==> src/rtl/rate_enb_pkg.sv <==
// Shared types and helpers for the multi-rate clock-enable generator.
//   rate_mode_t  : per-channel operating mode (periodic / one-shot)
//   rate_state_t : per-channel FSM state (idle / run)
//   hz_to_div()  : converts a clock frequency and a target rate into a divisor
//                  expressed in clock cycles per enable, never less than 1.
package rate_enb_pkg;

    typedef enum logic {MODE_PERIODIC, MODE_ONESHOT} rate_mode_t;
    typedef enum logic {ST_IDLE, ST_RUN} rate_state_t;

    // A zero rate would divide by zero; treat it as "one pulse per clkfreq cycles".
    function automatic int unsigned hz_to_div(input int unsigned clkfreq, input int unsigned hz);
        int unsigned d;
        d = (hz == 0) ? clkfreq : clkfreq / hz;
        return (d == 0) ? 1 : d;
    endfunction

endpackage

==> src/rtl/rate_enb_chan.sv <==
// One channel of the multi-rate enable generator: divisor register, cycle
// counter and IDLE/RUN FSM.
// Ports:
//   clk, rst  : clock, synchronous active-high reset
//   clr       : counter clear (FSM state kept)
//   en        : run enable used in periodic mode
//   start     : trigger used in one-shot mode (ignored while running)
//   mode      : 0 = periodic, 1 = one-shot
//   div_we    : load div_val into the divisor and clear the counter
//   div_val   : new divisor in clock cycles per enable
//   enb       : single-cycle enable pulse
//   busy      : channel is in RUN
module rate_enb_chan
    import rate_enb_pkg::*;
#(
    parameter int unsigned     CNTW    = 32,
    parameter logic [CNTW-1:0] DIV_RST = 1
) (
    input  logic            clk,
    input  logic            rst,
    input  logic            clr,
    input  logic            en,
    input  logic            start,
    input  logic            mode,
    input  logic            div_we,
    input  logic [CNTW-1:0] div_val,
    output logic            enb,
    output logic            busy
);

    rate_state_t     state_q, state_d;
    logic [CNTW-1:0] div_q, div_d;
    logic [CNTW-1:0] cnt_q, cnt_d;
    logic [CNTW-1:0] div_eff;
    logic            term;
    rate_mode_t      mode_t;

    assign mode_t  = rate_mode_t'(mode);
    // 0 and 1 both mean "every cycle".
    assign div_eff = (div_q <= CNTW'(1)) ? CNTW'(1) : div_q;
    assign term    = (cnt_q == div_eff - CNTW'(1));

    // State register
    always_ff @(posedge clk) begin
        if (rst) begin
            state_q <= ST_IDLE;
            div_q   <= DIV_RST;
            cnt_q   <= '0;
        end else begin
            state_q <= state_d;
            div_q   <= div_d;
            cnt_q   <= cnt_d;
        end
    end

    // Next-state logic
    always_comb begin
        state_d = state_q;
        case (state_q)
            ST_IDLE: begin
                if ((mode_t == MODE_PERIODIC && en) || (mode_t == MODE_ONESHOT && start))
                    state_d = ST_RUN;
            end
            ST_RUN: begin
                if (mode_t == MODE_PERIODIC && !en)
                    state_d = ST_IDLE;
                else if (mode_t == MODE_ONESHOT && enb)
                    state_d = ST_IDLE;
            end
            default: state_d = ST_IDLE;
        endcase
    end

    // Outputs: purely from registers
    always_comb begin
        busy = (state_q == ST_RUN);
        enb  = busy && term;
    end

    // Counter and divisor datapath. The cycle in which the channel enters RUN
    // already counts as q=0, so the counter advances on entry too; with a
    // divisor of 1 that entry step wraps straight back to 0.
    always_comb begin
        div_d = div_we ? div_val : div_q;
        if (div_we || clr)
            cnt_d = '0;
        else if (state_d == ST_IDLE)
            cnt_d = '0;
        else if (term)
            cnt_d = '0;
        else
            cnt_d = cnt_q + CNTW'(1);
    end

endmodule

==> src/rtl/multi_rate_enb.sv <==
// Multi-channel clock-enable generator. NCH independent channels each emit a
// single-cycle enable every "divisor" cycles of clk, periodic or one-shot.
// Optional feature (macro MULTI_RATE_ENB_SYNC_EN): adds sync_in, which clears
// the counters of all running channels in the same edge to phase-align them.
// Ports:
//   clk, rst        : clock, synchronous active-high reset
//   clr/en/start/mode [NCH] : per-channel controls
//   div_we, div_ch, div_val : divisor write port (div_ch >= NCH is ignored)
//   sync_in         : (MULTI_RATE_ENB_SYNC_EN only) global counter phase-align
//   enb_out [NCH]   : per-channel enable pulses
//   busy    [NCH]   : per-channel RUN indicator
module multi_rate_enb
    import rate_enb_pkg::*;
#(
    parameter int unsigned NCH        = 4,
    parameter int unsigned CLKFREQ    = 100_000_000,
    parameter int unsigned DEFAULT_HZ = 1000,
    parameter int unsigned CNTW       = 32
) (
    input  logic                                  clk,
    input  logic                                  rst,
    input  logic [NCH-1:0]                        clr,
    input  logic [NCH-1:0]                        en,
    input  logic [NCH-1:0]                        start,
    input  logic [NCH-1:0]                        mode,
    input  logic                                  div_we,
    input  logic [((NCH > 1) ? $clog2(NCH) : 1)-1:0] div_ch,
    input  logic [CNTW-1:0]                       div_val,
`ifdef MULTI_RATE_ENB_SYNC_EN
    input  logic                                  sync_in,
`endif
    output logic [NCH-1:0]                        enb_out,
    output logic [NCH-1:0]                        busy
);

    localparam int unsigned     CHW     = (NCH > 1) ? $clog2(NCH) : 1;
    localparam logic [CNTW-1:0] DIV_RST = CNTW'(hz_to_div(CLKFREQ, DEFAULT_HZ));

    logic [NCH-1:0] div_sel;
    logic [NCH-1:0] clr_eff;

    generate
        for (genvar gi = 0; gi < NCH; gi++) begin : g_chan
            // Out-of-range div_ch never matches any channel index.
            assign div_sel[gi] = div_we && (div_ch == CHW'(gi));
`ifdef MULTI_RATE_ENB_SYNC_EN
            // Only running channels are re-phased; idle ones already sit at 0.
            assign clr_eff[gi] = clr[gi] | (sync_in & busy[gi]);
`else
            assign clr_eff[gi] = clr[gi];
`endif
            rate_enb_chan #(
                .CNTW    (CNTW),
                .DIV_RST (DIV_RST)
            ) u_chan (
                .clk     (clk),
                .rst     (rst),
                .clr     (clr_eff[gi]),
                .en      (en[gi]),
                .start   (start[gi]),
                .mode    (mode[gi]),
                .div_we  (div_sel[gi]),
                .div_val (div_val),
                .enb     (enb_out[gi]),
                .busy    (busy[gi])
            );
        end
    endgenerate

endmodule

==> config.mk <==
export PLATFORM = sky130hd
export DESIGN_NAME = multi_rate_enb
export DESIGN_NICKNAME = d
export VERILOG_FILES = /design/src/rtl/rate_enb_pkg.sv /design/src/rtl/rate_enb_chan.sv /design/src/rtl/multi_rate_enb.sv
export SDC_FILE = /design/constraint.sdc
export NUM_CORES = 1
export LEC_CHECK = 0
export ABC_CLOCK_PERIOD_IN_PS = 11800
export CORE_MARGIN = 1.5
export CORE_UTILIZATION = 40
export DETAILED_ROUTE_END_ITERATION = 8
export GPL_ROUTABILITY_DRIVEN = 0
export PLACE_DENSITY = 0.66
export SETUP_SLACK_MARGIN = 0.4
export SKIP_CTS_REPAIR_TIMING = 1
export SLEW_MARGIN = 30
export SYNTH_ARGS = -nofsm -noshare
export SYNTH_HDL_FRONTEND = slang
export SYNTH_SLANG_ARGS = --single-unit
==> constraint.sdc <==
create_clock -name clk -period 11.8 [get_ports clk]
set_clock_uncertainty 0.2 [all_clocks]
set_input_delay 2.36 -clock clk [delete_from_list [all_inputs] [get_ports clk]]
set_output_delay 2.36 -clock clk [all_outputs]
set_load 0.05 [all_outputs]
# Yosys cells after proc, flatten, opt, wreduce, memory -nomap -nowiden
# Cells that the tools add are included.
dict set report word_totals {
  regBits 260
  elab_cells 104
}
dict set report classes {
  n_addsub 8
  n_eq_ne 7
  reduce_logical 41
  muxes 20
  bitwise_logic 12
  n_lt_le_gt_ge 4
}
# op n
set ops {}
lappend ops {{32-bit by 1-bit adder with 32-bit output, second input constant} 4}
lappend ops {{32-bit == test} 4}
lappend ops {{32-bit by 1-bit <= comparator with 1-bit output, second input constant} 4}
lappend ops {{32-bit two-way mux} 4}
lappend ops {{32-bit by 1-bit subtractor with 32-bit output, second input constant} 4}
lappend ops {{1-bit logical AND} 24}
lappend ops {{4-bit OR reduction} 4}
lappend ops {{1-bit two-way mux} 12}
lappend ops {{1-bit inverter} 12}
lappend ops {{1-bit logical OR} 8}
lappend ops {{1-bit one-hot mux with 2 select lines} 4}
lappend ops {{2-bit == test, second input constant} 2}
lappend ops {{1-bit zero test} 4}
lappend ops {{2-bit by 1-bit == test with 1-bit output, second input constant} 1}
lappend ops {{2-bit zero test} 1}

# Depth between registers and ports, before layout
# Gate-level depths: netlist (run 1).
dict set report depth {
  depth_word 11
  ltp_mapped 18
}

# Cells and area by module
# Synthesis (run 1) repeated with hierarchy kept, for this count alone.
dict set report unflattened {
  cells_unflattened 1924
  hier_area_um2 15892.7
}
# module cells_per_inst seq_area_each_um2 area_each_um2 n_inst
set by_module_without_submodules {}
lappend by_module_without_submodules {rate_enb_chan 480 1301.2 3963.8 4}
lappend by_module_without_submodules {multi_rate_enb 4 0.0 37.5 1}

# Worst setup path after synthesis (run 1)
# No wires, ideal clock.
dict set report synth_path {
  path_type {flip-flop to output port}
  startpoint {register g_chan[1].u_chan.div_q[14]}
  endpoint {output enb_out[1]}
  setup_slack_ps 5021
  required_time_ps 9240
  stages_incl_launch_ff 17
  arrival_ps 4219
  cell_sequence {dfxtp_1 clkbuf_1 nor4_1 nand4_1 nor2_1 a21oi_1 ha_1 or4b_2 or4_1 buf_2 or4_4 or3_1 a21oi_1 and4_1 nor3b_4 and2_1 buf_4}
}
dict set report synth_via {
  elab_chain_cells 5
}
# item line
set synth_rtl {}
lappend synth_rtl {{from (decl)} rate_enb_chan.sv:32} ;# logic [CNTW-1:0] div_q, div_d;
lappend synth_rtl {{from (signal assigned)} rate_enb_chan.sv:51} ;# div_q <= div_d;
lappend synth_rtl {{32-bit by 1-bit <= comparator with 1-bit output} rate_enb_chan.sv:40} ;# assign div_eff = (div_q <= CNTW'(1)) ? CNTW'(1) : div_q;
lappend synth_rtl {{32-bit two-way mux (*)} rate_enb_chan.sv:40}
lappend synth_rtl {{32-bit by 1-bit subtractor with 32-bit output (*)} rate_enb_chan.sv:41} ;# assign term = (cnt_q == div_eff - CNTW'(1));
lappend synth_rtl {{32-bit == test (*)} rate_enb_chan.sv:41}
lappend synth_rtl {{1-bit logical AND (*)} rate_enb_chan.sv:77} ;# enb = busy && term;
lappend synth_rtl {{to (decl)} multi_rate_enb.sv:32} ;# output logic [NCH-1:0] enb_out,
# Every way passes the cells marked *; elsewhere a longest branch is shown, timed or not.

# Final worst setup path (run 1)
# Ends and elaborated chain as after synthesis.

==> results.ini, run 1 <==
[layout]
multi_input_area_um2=9300
nets=2018
seq_area_um2=5200
finalNonFillerCells=2446
mostFrequentLayoutCells=353 x nand2_1, 260 x dfxtp_1, 181 x nor2_1
area_growth_pct=12.0
final_cell_area_um2=16800
layout_commonest_cell=nand2_1
drive_above_1_share=0.0465
final_util=0.458
fill_cells=3689

[worst_setup_path]
reg2reg_slack_ps=6570
critPathMaxFanout=33
worst_setup_path_start_kind=register
cp_data_required_time_ps=9240
cp.arrival_ps=6010
ff2ff_path_depth=14
timing.rr.start=g_chan[0].u_chan.div_q[8]
crit_path_end_kind=output port
setup.worst_path.start=g_chan[1].u_chan.div_q[14]
regToRegEndpoint=g_chan[0].u_chan.cnt_q[22]
critPathKind=register to output port

[sta]
fin_ws_ps=3230
finalHoldViolations=0
drv_slew=0
post-route-period-util=0.726
tightestPinTransition_ps=988
final-setup-viol-count=0
rsz0062_at_grt=no
fmax_mhz=117
hold_ws_ps=284
fin_setup_tns_ps=0
maxSlewHeadroom=0.340
fin_crit_ps=8570

[floorplanning]
dieHeight_um=197
die_w_um=197
placementRows=70
start_util=0.409
ios=61
die-area_um2=38800
core_um2=36800

[power]
p_leak_nw=5.64
peakVddDrop_uv=123
finalPower_mw=2.03
p_per_area_nw_per_um2=121

[clock_network]
cts_tree=built
numClockSinks=260
clkTransAtPathRegs_ps=60
h-tree-depth=1
worstSkewPairLatency_ps=560
cts_buffer_depth=3
cts_buffers=29
root_buffer=clkbuf_16

[routing]
finalWirelength_um=42700
drt-initial-drc-count=1194
dr_total_vias=13900
drc=0
first_pass_iters=5
viasPerCell=5.67
final_antenna_net_count=0
drt-wirelength-per-cell_um=17.5

[global_route]
grt_pass1_wl_um=68500
antenna_found_initial=1
grt_util_all_layers=0.218
overflow=0
grt_max_degree=71
grt_pass1_vias=12900

[worst_hold_path]
holdPathStages=2
holdCritStartpoint=g_chan[1].u_chan.div_q[30]
hold_path.class=register to register
holdPathEnd=g_chan[1].u_chan.div_q[30]

[placement]
place_ws_ps=3890
port_buffers=60
dpl.cell_count=2394
post_dp_cell_area_um2=15900
hpwlAfterDp_um=31600

[synth]
syn_inst=1957
ys_ff_latch=260
synth_ff_type=dfxtp_1
ys_seq_area_frac=0.346
netlist_area_um2=15000
synth_fp_nets=2018
yosys_warnings=0
synth_edf_count=0
async_flop_share=0
synth_area_per_cell_um2=7.68
synth_cell_types=74

[outcome]
outcome=finished, final reports clean

[job]
maxCapViolCount=0

## kinds of logic after synthesis
logic type,synth area share
fa+ha+maj,0.00666
compound gates,0.111
buf+inv,0.0380
flops,0.346
xor+xnor,0.155
mux,0.00816
simple gates,0.335
## final cells by class
class | instances | share of cell area
clock inverters | 11 | 0.00832
flip-flops and latches | 260 | 0.309
clock buffers | 40 | 0.0485
multi-input cells | 1569 | 0.552
repair buffers | 72 | 0.0413
diodes | 1 | 0.000149
inverters | 25 | 0.00557
well taps | 468 | 0.0348
## worst max path at each step
stage | endpoint | slack [ps] | depth (start not counted)
CTS | enb_out[1] | 3290 | 15
finish | enb_out[1] | 3230 | 15
detailed placement | enb_out[1] | 3890 | 15
global route | enb_out[1] | 2990 | 15
floorplan | enb_out[1] | 5020 | 16
global placement | enb_out[1] | 3980 | 15
## critical path, stage by stage, from the launching register on
cell	delay, ps
dfxtp_1	550
nor4_1	140
nand4_1	230
nor2_1	140
a21oi_1	180
ha_1	250
or4b_2	660
or4_1	580
or4_4	480
or3_1	360
a21oi_1	140
and4_1	240
nor3b_4	180
buf_4	350
and2_1	180
clkdlybuf4s50_1	790
## sequential cells by signal, summed over array words and instances (netlist names)
name	cells
g_chan.u_chan.div_q	128
g_chan.u_chan.busy	4
g_chan.u_chan.cnt_q	128
## layer usage
| metal | GRT usage | wire, um |
|---|---|---|
| met1 | 0.300 | 19300 |
| met2 | 0.347 | 18800 |
| met3 | 0.0306 | 2840 |
| met4 | 0.0797 | 1760 |
| met5 | 0 | 0 |
## synth_stat cells, drive strengths merged, types with 25 or more instances
cell type / number / area share
a21oi: 131 / 0.044
and3: 38 / 0.016
clkbuf: 81 / 0.020
dfxtp: 260 / 0.35
inv: 25 / 0.0062
nand2: 354 / 0.089
nand3: 69 / 0.023
nand3b: 33 / 0.016
nand4: 44 / 0.018
nor2: 182 / 0.045
nor3: 125 / 0.042
nor4: 36 / 0.016
xnor2: 140 / 0.082
xor2: 126 / 0.073
## power breakdown
part           total [mW]  switching [mW]  internal (mW)
Clock               0.911           0.366          0.546
Sequential          0.924          0.0286          0.896
Combinational       0.195           0.117         0.0773
Total                2.03           0.511           1.52
Power figures use the tool's default switching activity.
==> run 2, diff against run 1 <==
--- a/config.mk
+++ b/config.mk
@@ -5,7 +5,7 @@
 export SDC_FILE = /design/constraint.sdc
 export NUM_CORES = 1
 export LEC_CHECK = 0
-export ABC_CLOCK_PERIOD_IN_PS = 11800
+export ABC_CLOCK_PERIOD_IN_PS = 8100
 export CORE_MARGIN = 1.5
 export CORE_UTILIZATION = 40
 export DETAILED_ROUTE_END_ITERATION = 8
==> constraint.sdc (replaced) <==
create_clock -name clk -period 8.1 [get_ports clk]
set_clock_uncertainty 0.2 [all_clocks]
set_input_delay 1.62 -clock clk [delete_from_list [all_inputs] [get_ports clk]]
set_output_delay 1.62 -clock clk [all_outputs]
set_load 0.05 [all_outputs]
==> run 2 against run 1 <==
Combinational power grew 46%. Total power grew 42%. Via count grew 0.44%. Global-route usage is essentially flat. Non-clock buffer count grew 2. Largest power group unchanged. Highest routed layer unchanged.
==> results.ini, run 2 (synthesis results as in run 1) <==
[placement]
dpl.cell_count=2396  ; +0.084%
hpwlAfterDp_um=31600  ; about the same
place_ws_ps=1030  ; -2850 ps
port_buffers=60  ; unchanged

[global_route]
overflow=0  ; unchanged
grt_max_degree=93  ; +31%
grt_pass1_vias=13100  ; +1.3%
grt_util_all_layers=0.218  ; +0.000333
grt_pass1_wl_um=69000  ; +0.66%
antenna_found_initial=1  ; unchanged

[power]
p_per_area_nw_per_um2=171  ; +42%
peakVddDrop_uv=154  ; +25%
finalPower_mw=2.87  ; +42%
p_leak_nw=5.67  ; +0.57%

[layout]
finalNonFillerCells=2450  ; +0.16%
nets=2020  ; +0.099%
fill_cells=3676  ; -0.35%
multi_input_area_um2=9310  ; about the same
seq_area_um2=5200  ; unchanged
drive_above_1_share=0.0480  ; +0.00142
mostFrequentLayoutCells=353 x nand2_1, 260 x dfxtp_1, 181 x nor2_1
layout_commonest_cell=nand2_1
area_growth_pct=11.8

[sta]
fmax_mhz=134
maxSlewHeadroom=0.355  ; +0.0150
finalHoldViolations=0  ; unchanged
rsz0062_at_grt=no
drv_slew=0  ; unchanged
fin_setup_tns_ps=0  ; unchanged
fin_crit_ps=7470
post-route-period-util=0.923
hold_ws_ps=290  ; +6.35 ps
tightestPinTransition_ps=959  ; -28.9 ps
final-setup-viol-count=0  ; unchanged
fin_ws_ps=626  ; -2610 ps

[worst_setup_path]
crit_chain=nor4_1 > nand4_1 > nor3_1 > nor2_1 > ha_1 > and3_1 > or2_2 > a21oi_1 > a22oi_1 > nor4_1 > nand4b_1 > nor4_1 > clkdlybuf4s50_1
cpMaxStageDelayCell=clkdlybuf4s50_1
critPathMaxFanout=7  ; -79%
critPathMaxStageDelay_ps=870  ; +80 ps
worst_setup_path_start_kind=register
critPathKind=register to output port
cp_num_buf_inv=1  ; -1
cp_data_required_time_ps=6280  ; -2960 ps
cp.arrival_ps=5650  ; -360 ps
path_delay_family=simple AND/OR/NAND/NOR gates
crit_top_cell=nor4_1
crit_path_end_kind=output port

[floorplanning]
core_um2=36800  ; unchanged
die_w_um=197  ; unchanged
start_util=0.409  ; unchanged
placementRows=70  ; unchanged
die-area_um2=38800  ; unchanged
ios=61  ; unchanged
dieHeight_um=197  ; unchanged

[routing]
first_pass_iters=5  ; unchanged
drt-initial-drc-count=1124  ; -5.9%
final_antenna_net_count=0  ; unchanged
finalWirelength_um=42600  ; -0.16%
drt-wirelength-per-cell_um=17.4  ; -0.33%
dr_total_vias=13900  ; +0.44%
drc=0  ; unchanged
viasPerCell=5.69  ; +0.28%

[worst_hold_path]
hold_path.class=register to register

[clock_network]
clkTransAtPathRegs_ps=60  ; about the same
numClockSinks=260  ; unchanged
cts_buffer_depth=3  ; unchanged
cts_tree=built
cts_buffers=29  ; unchanged
worstSkewPairLatency_ps=550  ; about the same
root_buffer=clkbuf_16
h-tree-depth=1  ; unchanged

[outcome]
outcome=finished, final reports clean

[job]
maxCapViolCount=0  ; unchanged

run 2: changes by cell type in the layout (fill, tap and decap cells not counted), moves of 2 or more:
cell | before | now
clkdlybuf4s50_1 | 59 | 56
clkinv_2 | 5 | 9
clkbuf_1 | 6 | 8
buf_4 | 11 | 14
dlymetal6s2s_1 | 0 | 3
bufinv_16 | 3 | 1
clkbuf_8 | 5 | 2
run 2: metal layers:
metal	up-vias	routed length (um)	GRT usage
met3	89	2860	0.0293
met5	-	0	0
met1	6569	19400	0.301
met2	418	19100	0.353
met4	0	1270	0.0710
li1	6855	-	-
run 2: area by class of cell:
type                            instances  area share
Multi-Input combinational cell       1569       0.554
Sequential cell                       260       0.310
Clock buffer                           39      0.0466
Timing Repair Buffer                   74      0.0425
Tap cell                              468      0.0349
Clock inverter                         14     0.00640
Inverter                               25     0.00559
Antenna cell                            1    0.000149
run 2: power breakdown:
part / internal, mW / switching [mW]
clock network: 0.708 / 0.534
logic: 0.114 / 0.171
registers: 1.31 / 0.0419
total: 2.13 / 0.748
run 2: worst register-to-register path: stages (launching register included):
cell	delay, ps
dfxtp_1	360
or4_4	580
or3_1	540
o41ai_4	500
inv_2	210
ha_1	350
o21ba_2	230
a221oi_1	300
a41oi_1	80
a2111o_1	340
nor4_1	280
nand4_1	130
a2111o_1	450
nand2_2	460
nor2_1	120
run 2: path summary, 6_finish.rpt:
check | slack [ps] | to | start | cells after the start
setup / recovery | 630 | enb_out[3] | g_chan[3].u_chan.div_q[25] | 13
hold / removal | 290 | g_chan[2].u_chan.div_q[1] | g_chan[2].u_chan.div_q[1] | 2
setup reg to reg | 2830 | g_chan[0].u_chan.cnt_q[26] | g_chan[0].u_chan.div_q[8] | 14
hold reg to reg | 290 | g_chan[2].u_chan.div_q[1] | g_chan[2].u_chan.div_q[1] | 2
run 2: stage by stage:
step                       util  area, um^2
after floorplan               -       15000
after global placement    0.431       15900
after detailed placement  0.432       15900
after CTS                 0.456       16800
after global routing      0.457       16800
final                     0.457       16800
==> run 3, diff against run 2 <==
--- a/config.mk
+++ b/config.mk
@@ -6,11 +6,13 @@
 export NUM_CORES = 1
 export LEC_CHECK = 0
 export ABC_CLOCK_PERIOD_IN_PS = 8100
-export CORE_MARGIN = 1.5
+export CELL_PAD_IN_SITES_DETAIL_PLACEMENT = 1
+export CELL_PAD_IN_SITES_GLOBAL_PLACEMENT = 1
+export CORE_MARGIN = 4
 export CORE_UTILIZATION = 40
 export DETAILED_ROUTE_END_ITERATION = 8
 export GPL_ROUTABILITY_DRIVEN = 0
-export PLACE_DENSITY = 0.66
+export PLACE_DENSITY = 0.81
 export SETUP_SLACK_MARGIN = 0.4
 export SKIP_CTS_REPAIR_TIMING = 1
 export SLEW_MARGIN = 30
==> run 3 against run 2 <==
Worst setup slack improved by 54 ps. Sequential cell count is the same. Combinational power up 1%. Utilization is 0.25 points higher. Critical path type unchanged.
==> results.ini, run 3 (synthesis results as in run 1) <==
[worst_setup_path]
cp_data_required_time_ps=6280  ; about the same
crit_path_end_kind=output port
cp.arrival_ps=5600  ; -50 ps
crit_top_cell=nor2_1
path_delay_family=simple AND/OR/NAND/NOR gates
cp_num_buf_inv=1  ; unchanged
critPathMaxStageDelay_ps=870  ; about the same
critPathKind=register to output port
critPathMaxFanout=8  ; +1
cpMaxStageDelayCell=clkdlybuf4s50_1
worst_setup_path_start_kind=register
crit_chain=nor4_2 > nand2_1 > nor3_1 > nor2_1 > ha_1 > nor2_1 > nor2_1 > a221oi_1 > a41oi_1 > a2111oi_0 > nand4_1 > or3_1 > nor4_1 > clkdlybuf4s50_1

[power]
comb_power_share=0.096  ; -0.003
p_leak_nw=5.70  ; +0.44%
switching_share=0.257  ; -0.00333
p_per_area_nw_per_um2=178  ; +4.1%
seq_power_share=0.448  ; -0.021
internal_power_mw=2.24  ; +5.4%
switching_power_mw=0.774  ; +3.6%
power_frac_clock=0.456  ; +0.024
peakVddDrop_uv=157  ; +2.1%

[job]
maxCapViolCount=0  ; unchanged

[layout]
layout_commonest_cell=nand2_1
nets=2017  ; -0.15%
drive_above_1_share=0.0490  ; +0.00108
mostFrequentLayoutCells=353 x nand2_1, 260 x dfxtp_1, 181 x nor2_1
fill_cells=4495  ; +22%
n_antenna_cell=0  ; -1
final_util=0.459  ; +0.00255
area_growth_pct=12.6
final_cell_area_um2=16900  ; +0.80%
finalNonFillerCells=2482  ; +1.3%

[global_route]
grt_pass1_wl_um=78700  ; +14%
grt_max_degree=76  ; -18%
antenna_found_initial=0  ; -1
overflow=0  ; unchanged
grt_pass1_vias=14800  ; +13%
grt_util_all_layers=0.230  ; +0.0118

[floorplanning]
placementRows=70  ; unchanged
core_um2=36900  ; +0.24%
ios=61  ; unchanged
die_w_um=202  ; +2.5%
die-area_um2=40800  ; +5.1%
start_util=0.408  ; -0.000971
dieHeight_um=202  ; +2.5%

[routing]
final_antenna_net_count=0  ; unchanged
drt-initial-drc-count=888  ; -21%
viasPerCell=5.76  ; +1.3%
drt-wirelength-per-cell_um=19.5  ; +12%
finalWirelength_um=48400  ; +13%
dr_total_vias=14300  ; +2.6%
drc=0  ; unchanged
first_pass_iters=5  ; unchanged

[clock_network]
cts_buffers=29  ; unchanged
h-tree-depth=1  ; unchanged
numClockSinks=260  ; unchanged
cts_tree=built
root_buffer=clkbuf_16
worstSkewPairLatency_ps=550  ; about the same
cts_buffer_depth=3  ; unchanged
clkTransAtPathRegs_ps=60  ; about the same

[sta]
maxSlewHeadroom=0.387  ; +0.0323
fin_ws_ps=680  ; +53.9 ps
finalHoldViolations=0  ; unchanged
fmax_mhz=135  ; +0.73%
final-setup-viol-count=0  ; unchanged
fin_setup_tns_ps=0  ; unchanged
tightestPinTransition_ps=917  ; -41.9 ps
post-route-period-util=0.916  ; -0.00665
rsz0062_at_grt=yes
fin_crit_ps=7420  ; -53.9 ps
drv_slew=0  ; unchanged

[placement]
post_dp_cell_area_um2=15900  ; +0.15%
place_ws_ps=1020  ; -8.22 ps
hpwlAfterDp_um=35900  ; +14%
port_buffers=60  ; unchanged
dpl.cell_count=2429  ; +1.4%

[worst_hold_path]
hold_path.class=register to register

[outcome]
outcome=finished, final reports clean

## run 3: cell types whose count changed in the layout (fill, tap and decap cells not counted), moves of 2 or more
cell        delta
clkbuf_1       -3
clkinv_4       -2
bufinv_16      +2
buf_4          -3
clkinvlp_4     +2
clkinv_2       -5
clkbuf_8       +6
## run 3: metrics by stage
| stage | total power, mW | hold slack (ps) |
|---|---|---|
| final | 3.02 | 298 |
| after global routing | 3.14 | 321 |
| after CTS | 3.04 | 301 |
| after detailed placement | 1.66 | 284 |
| after global placement | 1.65 | 275 |
| after floorplan | 1.55 | 250 |
## run 3: path summary, 6_finish.rpt
check | from | endpoint | slack, ps | cells past startpoint
setup / recovery | g_chan[3].u_chan.div_q[2] | enb_out[3] | 680 | 14
hold / removal | g_chan[0].u_chan.div_q[13] | g_chan[0].u_chan.div_q[13] | 300 | 2
setup reg to reg | g_chan[0].u_chan.div_q[9] | g_chan[0].u_chan.cnt_q[22] | 2780 | 14
hold reg to reg | g_chan[0].u_chan.div_q[13] | g_chan[0].u_chan.div_q[13] | 300 | 2
## run 3: area by class of cell
cell class / count / area, um^2 / share of cell area
well taps: 504 / 631 / 0.0372
inverters: 25 / 93.8 / 0.00554
clock inverters: 11 / 140 / 0.00827
flip-flops and latches: 260 / 5200 / 0.307
clock buffers: 42 / 855 / 0.0505
multi-input cells: 1569 / 9320 / 0.550
repair buffers: 71 / 692 / 0.0409
## run 3: power groups by stage
stage               sequential (mW)  clock [mW]  combinational [mW]
floorplan                      1.36           0               0.192
CTS                            1.35        1.41               0.287
finish                         1.35        1.38               0.289
global route                   1.35        1.47               0.317
global placement               1.37           0               0.274
detailed placement             1.38           0               0.284
## run 3: worst reg2reg max path: stages, from the launching register on
cell and delay (ps):
dfxtp_1 370, or4_4 570, or3_1 540, o41ai_4 500, inv_2 210, ha_1 350
o21ba_2 230, a221oi_1 280, a41oi_1 90, a2111o_1 340, nor4_1 300, nand4_1 130
a2111o_1 460, nand2_2 480, nor2_1 120
## run 3: layer usage
metal	GRT usage	share of wire	up-vias
li1	-	-	6826
met1	0.310	0.45	7024
met2	0.390	0.47	362
met3	0.0305	0.052	85
met4	0.0632	0.029	0
met5	0	0	-
